## config.mk

```make
export PLATFORM = sky130hd
export DESIGN_NAME = checkpoint_seq_monitor_flat
export DESIGN_NICKNAME = d
export VERILOG_FILES = /design/src/rtl/checkpoint_seq_monitor_pkg.sv /design/src/rtl/checkpoint_seq_monitor_if.sv /design/src/rtl/checkpoint_seq_monitor_filter.sv /design/src/rtl/checkpoint_seq_monitor.sv /design/src/flat_wrapper.sv
export SDC_FILE = /design/constraint.sdc
export NUM_CORES = 1
export LEC_CHECK = 0
export CORE_AREA = 3 3 111 113
export DETAILED_ROUTE_END_ITERATION = 12
export DIE_AREA = 0 0 114 116
export DONT_BUFFER_PORTS = 1
export HOLD_SLACK_MARGIN = 0.08
export PLACE_DENSITY = 0.52
export SLEW_MARGIN = 20
export SYNTH_ARGS = -nofsm -noshare
export SYNTH_HDL_FRONTEND = slang
export SYNTH_HIERARCHICAL = 1
export SYNTH_SLANG_ARGS = --single-unit
```

## constraint.sdc

```tcl
create_clock -name clock -period 4.9 [get_ports clock]
set_input_delay 0.735 -clock clock [delete_from_list [all_inputs] [get_ports clock]]
set_output_delay 0.735 -clock clock [all_outputs]
set_load 0.05 [all_outputs]
```

## src/rtl/checkpoint_seq_monitor_pkg.sv

```systemverilog
// -----------------------------------------------------------------------------
// checkpoint_mon_pkg
// Shared types and constants for the checkpoint sequence monitor.
//   mon_state_t       : monitor state (IDLE, ARMED and the three terminal states)
//   DEFAULT_FAIL_CODE : code firmware drives to flag an explicit failure
// -----------------------------------------------------------------------------
package checkpoint_mon_pkg;

    typedef enum logic [2:0] {
        ST_IDLE    = 3'd0,
        ST_ARMED   = 3'd1,
        ST_PASS    = 3'd2,
        ST_FAIL    = 3'd3,
        ST_TIMEOUT = 3'd4
    } mon_state_t;

    localparam logic [15:0] DEFAULT_FAIL_CODE = 16'hDEAD;

endpackage

```

## src/rtl/checkpoint_seq_monitor_if.sv

```systemverilog
// -----------------------------------------------------------------------------
// checkpoint_seq_monitor_if
// Bundles the control, code and status signals of the checkpoint monitor.
//   start      : single-cycle arm pulse
//   exp_codes  : expected codes, code j at [j*CHECK_W +: CHECK_W]
//   checkbits  : observed checkpoint field
//   stage      : checkpoints matched so far
//   busy       : high while armed
//   pass/fail/timeout : sticky verdict flags
//   fail_info  : value that caused a failure, 0 otherwise
// Modports: master drives stimulus and observes status, slave is the monitor.
// -----------------------------------------------------------------------------
interface checkpoint_seq_monitor_if #(
    parameter int CHECK_W    = 16,
    parameter int NUM_CHECKS = 2,
    parameter int IDX_W      = $clog2(NUM_CHECKS + 1)
);
    logic                          start;
    logic [NUM_CHECKS*CHECK_W-1:0] exp_codes;
    logic [CHECK_W-1:0]            checkbits;
    logic [IDX_W-1:0]              stage;
    logic                          busy;
    logic                          pass;
    logic                          fail;
    logic                          timeout;
    logic [CHECK_W-1:0]            fail_info;

    modport master (
        output start, exp_codes, checkbits,
        input  stage, busy, pass, fail, timeout, fail_info
    );

    modport slave (
        input  start, exp_codes, checkbits,
        output stage, busy, pass, fail, timeout, fail_info
    );
endinterface

```

## src/rtl/checkpoint_seq_monitor_filter.sv

```systemverilog
// -----------------------------------------------------------------------------
// checkbits_stable_filter
// Samples the checkpoint field every cycle and raises a one-shot eval strobe
// once per stable episode, in the first cycle the sampled value has been held
// for STABLE_CYCLES consecutive samples.
//   clock, resetb : clock and asynchronous active-low reset
//   restart       : begin a fresh episode on the value now being sampled
//   checkbits     : raw observed field
//   value         : sampled value (valid when eval is high)
//   eval          : one-shot evaluation strobe
// -----------------------------------------------------------------------------
module checkbits_stable_filter #(
    parameter int CHECK_W       = 16,
    parameter int STABLE_CYCLES = 1
) (
    input  logic               clock,
    input  logic               resetb,
    input  logic               restart,
    input  logic [CHECK_W-1:0] checkbits,
    output logic [CHECK_W-1:0] value,
    output logic               eval
);
    localparam int              HOLD_W   = $clog2(STABLE_CYCLES + 1);
    localparam logic [HOLD_W-1:0] HOLD_MAX = HOLD_W'(STABLE_CYCLES);

    logic [CHECK_W-1:0] chk_q;
    logic [HOLD_W-1:0]  hold_cnt;
    logic               evaluated;

    // hold_cnt saturates, so the evaluated flag is what keeps the strobe one-shot
    assign eval  = (hold_cnt == HOLD_MAX) && !evaluated;
    assign value = chk_q;

    always_ff @(posedge clock or negedge resetb) begin
        if (!resetb) begin
            chk_q     <= '0;
            hold_cnt  <= '0;
            evaluated <= 1'b0;
        end else begin
            chk_q <= checkbits;
            // A new sample (or a re-arm) opens a new episode of length 1
            if (restart || (checkbits != chk_q)) begin
                hold_cnt  <= HOLD_W'(1);
                evaluated <= 1'b0;
            end else begin
                if (hold_cnt != HOLD_MAX)
                    hold_cnt <= hold_cnt + 1'b1;
                if (eval)
                    evaluated <= 1'b1;
            end
        end
    end
endmodule

```

## src/rtl/checkpoint_seq_monitor.sv

```systemverilog
// -----------------------------------------------------------------------------
// checkpoint_seq_monitor
// Tracks an ordered sequence of firmware checkpoint codes on a GPIO field and
// reports pass, fail (explicit fail code or out-of-order checkpoint) or
// timeout.
//   clock  : rising-edge clock
//   resetb : asynchronous active-low reset
//   bus    : slave modport of checkpoint_seq_monitor_if (start, exp_codes,
//            checkbits in; stage, busy, pass, fail, timeout, fail_info out)
// -----------------------------------------------------------------------------
module checkpoint_seq_monitor
    import checkpoint_mon_pkg::*;
#(
    parameter int                 CHECK_W        = 16,
    parameter int                 NUM_CHECKS     = 2,
    parameter int                 STABLE_CYCLES  = 1,
    parameter int                 TIMEOUT_CYCLES = 220000,
    parameter logic [CHECK_W-1:0] FAIL_CODE      = CHECK_W'(DEFAULT_FAIL_CODE),
    parameter int                 CNT_W          = 18,
    parameter int                 IDX_W          = $clog2(NUM_CHECKS + 1)
) (
    input logic                   clock,
    input logic                   resetb,
    checkpoint_seq_monitor_if.slave bus
);
    mon_state_t          state, state_nxt;
    logic [IDX_W-1:0]    stage, stage_nxt;
    logic [CHECK_W-1:0]  fail_info, fail_info_nxt;
    logic [CNT_W-1:0]    tmo_cnt;
    logic [CHECK_W-1:0]  value;
    logic                eval;
    logic [NUM_CHECKS-1:0] at_stage, ahead;
    logic                hit_cur, hit_skip, last_stage, tmo_expire;

    checkbits_stable_filter #(
        .CHECK_W       (CHECK_W),
        .STABLE_CYCLES (STABLE_CYCLES)
    ) u_filter (
        .clock     (clock),
        .resetb    (resetb),
        .restart   (bus.start),
        .checkbits (bus.checkbits),
        .value     (value),
        .eval      (eval)
    );

    // Per-code comparators: the code at the current stage, or any later code
    for (genvar j = 0; j < NUM_CHECKS; j++) begin : g_cmp
        logic code_eq;
        assign code_eq     = (value == bus.exp_codes[j*CHECK_W +: CHECK_W]);
        assign at_stage[j] = code_eq && (stage == IDX_W'(j));
        assign ahead[j]    = code_eq && (stage <  IDX_W'(j));
    end

    assign hit_cur    = |at_stage;
    assign hit_skip   = |ahead;
    assign last_stage = (stage == IDX_W'(NUM_CHECKS - 1));
    assign tmo_expire = (tmo_cnt == CNT_W'(TIMEOUT_CYCLES - 1));

    always_ff @(posedge clock or negedge resetb) begin
        if (!resetb)
            state <= ST_IDLE;
        else
            state <= state_nxt;
    end

    // Start always wins; in ARMED a final match beats timeout, and so does a fail
    always_comb begin
        state_nxt     = state;
        stage_nxt     = stage;
        fail_info_nxt = fail_info;
        if (bus.start) begin
            state_nxt     = ST_ARMED;
            stage_nxt     = '0;
            fail_info_nxt = '0;
        end else if (state == ST_ARMED) begin
            if (eval && hit_cur) begin
                stage_nxt = stage + 1'b1;
                if (last_stage)
                    state_nxt = ST_PASS;
                else if (tmo_expire)
                    state_nxt = ST_TIMEOUT;
            end else if (eval && ((value == FAIL_CODE) || hit_skip)) begin
                state_nxt     = ST_FAIL;
                fail_info_nxt = value;
            end else if (tmo_expire) begin
                state_nxt = ST_TIMEOUT;
            end
        end
    end

    always_comb begin
        bus.busy    = 1'b0;
        bus.pass    = 1'b0;
        bus.fail    = 1'b0;
        bus.timeout = 1'b0;
        case (state)
            ST_ARMED:   bus.busy    = 1'b1;
            ST_PASS:    bus.pass    = 1'b1;
            ST_FAIL:    bus.fail    = 1'b1;
            ST_TIMEOUT: bus.timeout = 1'b1;
            default:    ;
        endcase
    end

    always_ff @(posedge clock or negedge resetb) begin
        if (!resetb) begin
            stage     <= '0;
            fail_info <= '0;
            tmo_cnt   <= '0;
        end else begin
            stage     <= stage_nxt;
            fail_info <= fail_info_nxt;
            // Counter freezes at expiry and in every non-armed state
            if (bus.start)
                tmo_cnt <= '0;
            else if ((state == ST_ARMED) && !tmo_expire)
                tmo_cnt <= tmo_cnt + 1'b1;
        end
    end

    assign bus.stage     = stage;
    assign bus.fail_info = fail_info;
endmodule

```

## src/flat_wrapper.sv

```systemverilog
// flat-port wrapper written by rule: the top's interface ports become plain ports
module checkpoint_seq_monitor_flat import checkpoint_mon_pkg::*;
#(
    parameter int                 CHECK_W        = 16,
    parameter int                 NUM_CHECKS     = 2,
    parameter int                 STABLE_CYCLES  = 1,
    parameter int                 TIMEOUT_CYCLES = 220000,
    parameter logic [CHECK_W-1:0] FAIL_CODE      = CHECK_W'(DEFAULT_FAIL_CODE),
    parameter int                 CNT_W          = 18,
    parameter int                 IDX_W          = $clog2(NUM_CHECKS + 1)
)
  (clock, resetb, bus_start, bus_exp_codes, bus_checkbits, bus_stage, bus_busy, bus_pass, bus_fail, bus_timeout, bus_fail_info);
  checkpoint_seq_monitor_if #(.CHECK_W(CHECK_W), .NUM_CHECKS(NUM_CHECKS), .IDX_W(IDX_W)) bus_i ();
  input logic clock;
  input logic resetb;
  input wire logic [$bits(bus_i.start)-1:0] bus_start;
  input wire logic [$bits(bus_i.exp_codes)-1:0] bus_exp_codes;
  input wire logic [$bits(bus_i.checkbits)-1:0] bus_checkbits;
  output wire logic [$bits(bus_i.stage)-1:0] bus_stage;
  output wire logic [$bits(bus_i.busy)-1:0] bus_busy;
  output wire logic [$bits(bus_i.pass)-1:0] bus_pass;
  output wire logic [$bits(bus_i.fail)-1:0] bus_fail;
  output wire logic [$bits(bus_i.timeout)-1:0] bus_timeout;
  output wire logic [$bits(bus_i.fail_info)-1:0] bus_fail_info;
  assign bus_i.start = bus_start;
  assign bus_i.exp_codes = bus_exp_codes;
  assign bus_i.checkbits = bus_checkbits;
  assign bus_stage = bus_i.stage;
  assign bus_busy = bus_i.busy;
  assign bus_pass = bus_i.pass;
  assign bus_fail = bus_i.fail;
  assign bus_timeout = bus_i.timeout;
  assign bus_fail_info = bus_i.fail_info;
  checkpoint_seq_monitor #(.CHECK_W(CHECK_W), .NUM_CHECKS(NUM_CHECKS), .STABLE_CYCLES(STABLE_CYCLES), .TIMEOUT_CYCLES(TIMEOUT_CYCLES), .FAIL_CODE(FAIL_CODE), .CNT_W(CNT_W), .IDX_W(IDX_W)) u_core (.clock(clock), .resetb(resetb), .bus(bus_i));
endmodule
```

==> flow_metrics.env <==
export IMPL_peakVddDrop_mv=0.196
export IMPL_synthArstFlopShare_pct=100
export IMPL_portBuffers=0
export IMPL_finalWirelength_um=9090
export IMPL_die_area_sq_um=13200
export IMPL_placed_cells=451
export IMPL_clk_pin_slew_ps=50
export IMPL_netlist_area_leader_share_pct=43.6
export IMPL_die_height_um=116
export IMPL_wl_met1_um=3940
export IMPL_r2r_start="u_core/u_filter/value[15]$_DFF_PN0_"
export IMPL_fin_nets=373
export IMPL_min_period_ps=2790
export IMPL_coreArea_sq_um=11400
export IMPL_layout_common_cells="dfrtp_1, xor2_1, nand4_1, a21oi_1, nor2_1"
export IMPL_synthCells=321
export IMPL_io_pins=73
export IMPL_finalCritPeriodShare_pct=57.0
export IMPL_rsz0062_at_grt="false"
export IMPL_multi_input_area_sq_um=1720
export IMPL_postSynthAreaPerCell_sq_um=10.2
export IMPL_place_area_sq_um=3360
export IMPL_design_area_sq_um=3660
export IMPL_synth_yosys_warnings=6
export IMPL_grt_pass1_wl_um=14400
export IMPL_drc=0
export IMPL_skew_ps=6.01
export IMPL_num_antenna_cells=0
export IMPL_cts_made_buffers=9
export IMPL_layout_commonest_cell="dfrtp_1"
export IMPL_final_util_pct=32.1
export IMPL_wl_met3_um=901
export IMPL_finalSetupTns_ps=0
export IMPL_htree_levels=3
export IMPL_dieWidth_um=114
export IMPL_drtIter0Drc=199
export IMPL_hold_violations=0
export IMPL_dr_wl_met2_um=4140
export IMPL_grt_max_degree=58
export IMPL_total_leakage_power_nw=1.42
export IMPL_cts_buffer_depth=2
export IMPL_wl_per_cell_um=19.5
export IMPL_vias_per_cell=5.23
export IMPL_synth_seq_cells=57
export IMPL_yosysSeqAreaShare_pct=43.6
export IMPL_setup_slack_ps=2110
export IMPL_gr_usage_all_layers_pct=14.4
export IMPL_start_kind="flip-flop"
export IMPL_syn_area_sq_um=3270
export IMPL_drv_slew=0
export IMPL_max_freq_ghz=0.358
export IMPL_worst_slew_pin_transition_ps=1000
export IMPL_hold_buffers=0
export IMPL_synth_edf_count=0
export IMPL_place_ws_ps=1860
export IMPL_status="finished clean"
export IMPL_p_total_mw=1.17
export IMPL_routabilityCongestion=0.845
export IMPL_dr_total_vias=2442
export IMPL_final_cells=467
export IMPL_cts_resized=0
export IMPL_crit_path_max_fanout=17
export IMPL_n_fill_cell=1194
export IMPL_setup_viol=0
export IMPL_area_growth_pct=12.0
export IMPL_syn_nets=375
export IMPL_seq_area_sq_um=1430
export IMPL_crit_type="reg2reg"
export IMPL_arrival_ps=2990
export IMPL_antenna_found_initial=0
export IMPL_antenna_left=0
export IMPL_rows=39
export IMPL_grt_overflow=0
export IMPL_cts_tree="done"
export IMPL_top_layer="met4"
export IMPL_synth_area_leader_cell="dfrtp_1"
export IMPL_clk_latency_ps=330
export IMPL_max_cap_violations=0
export IMPL_root_buffer="clkbuf_16"
export IMPL_critPathRequiredTime_ps=5100
export IMPL_dp_hpwl_um=6620
export IMPL_startpoint="u_core/u_filter/value[15]$_DFF_PN0_"
export IMPL_synth_distinct_cells=46
export IMPL_powerDensity_nw_per_um2=320
export IMPL_synth_top_flop_cell="dfrtp_1"
export IMPL_min_path_type="in2async"
export IMPL_start_util_pct=28.6
export IMPL_post_cts_setup_buffers=0
export IMPL_firstDrtPassIters=4
export IMPL_holdWs_ps=101
export IMPL_drive_above_1_share_pct=11.4
export IMPL_end_kind="flip-flop"
export IMPL_slew_headroom_pct=33.0
export IMPL_grt_pass1_vias=2481
export IMPL_cts_sinks=57
export IMPL_synthTopCellsByArea="dfrtp_1, xor2_1, nand4_1, xnor2_1, o31ai_2"
==> worst max-delay path: stages (launching register included) <==
cell     delay (ps)
dfrtp_1         460
xor2_1          210
nor4_1          390
nand4_2         290
o22ai_2         860
nor3_1           70
or3_1           380
==> final cells by class <==
| class | instances | share of cell area, % |
|---|---|---|
| Clock buffer | 11 | 6.63 |
| Clock inverter | 5 | 1.50 |
| Inverter | 9 | 0.922 |
| Multi-Input combinational cell | 241 | 46.9 |
| Sequential cell | 57 | 38.9 |
| Tap cell | 143 | 4.89 |
| Timing Repair Buffer | 1 | 0.205 |
==> cell usage after synthesis, types with 2 or more instances <==
cell	n
xor2_1	47
o31ai_2	9
nor3_1	6
nor2_1	19
xnor2_1	15
o21ai_0	8
o22ai_1	2
nand2_1	16
and4_1	4
inv_1	9
dfrtp_1	57
clkbuf_1	7
and3_1	4
or3_1	4
ha_1	3
buf_4	2
a21oi_1	21
nor4_1	10
o31ai_1	6
buf_6	4
nor2b_1	3
nand4b_1	3
nand4_1	25
o21a_1	2
nand3_1	13
or4_1	2
==> final timing paths <==
| kind | to | slack [ps] | depth (start not counted) |
|---|---|---|---|
| setup / recovery | u_core/state[0]$_DFFE_PN0P_ | 2110 | 6 |
| max in group asynchronous | u_core/u_filter/value[11]$_DFF_PN0_ | 4690 | 0 |
| hold reg to reg | u_core/tmo_cnt[17]$_DFFE_PN0P_ | 540 | 2 |
| hold / removal | u_core/tmo_cnt[11]$_DFFE_PN0P_ | 100 | 0 |
| min in group clock | u_core/u_filter/value[6]$_DFF_PN0_ | 430 | 0 |
| setup reg to reg | u_core/state[0]$_DFFE_PN0P_ | 2110 | 6 |
==> cells by family after synthesis <==
family	count (synthesis)	synth area share, %
buffers and inverters	23	4.29
AND/OR/NAND/NOR	118	20.7
flip-flops	57	43.6
multiplexers	1	0.306
adder cells (fa/ha/maj)	3	1.15
AO/OA/AOI/OAI	56	13.2
XOR/XNOR	62	16.6
other	1	0.115
==> sequential cells by signal, summed over array words and instances (netlist names) <==
| name | cells |
|---|---|
| u_core/tmo_cnt | 18 |
| u_core/u_filter/hold_cnt | 1 |
| u_core/bus.stage | 2 |
| u_core/bus.fail_info | 16 |
| u_core/state | 3 |
| u_core/u_filter/value | 16 |
| u_core/u_filter/evaluated | 1 |
==> report_power, final <==
| part | total [mW] | switching [mW] | leakage, nW | internal [mW] |
|---|---|---|---|---|
| sequential | 0.500 | 0.0197 | 0.749 | 0.481 |
| clock | 0.622 | 0.217 | 0.142 | 0.405 |
| combinational | 0.0507 | 0.0238 | 0.527 | 0.0270 |
| total | 1.17 | 0.260 | 1.42 | 0.913 |
==> routing by layer <==
layer  vias to the layer above  global-route usage (%)
met5                         -                       0
met4                         0                    5.23
met3                         8                    6.27
met2                        70                    21.6
met1                      1201                    18.3
li1                       1163                       -
Power figures use the tool's default switching activity.
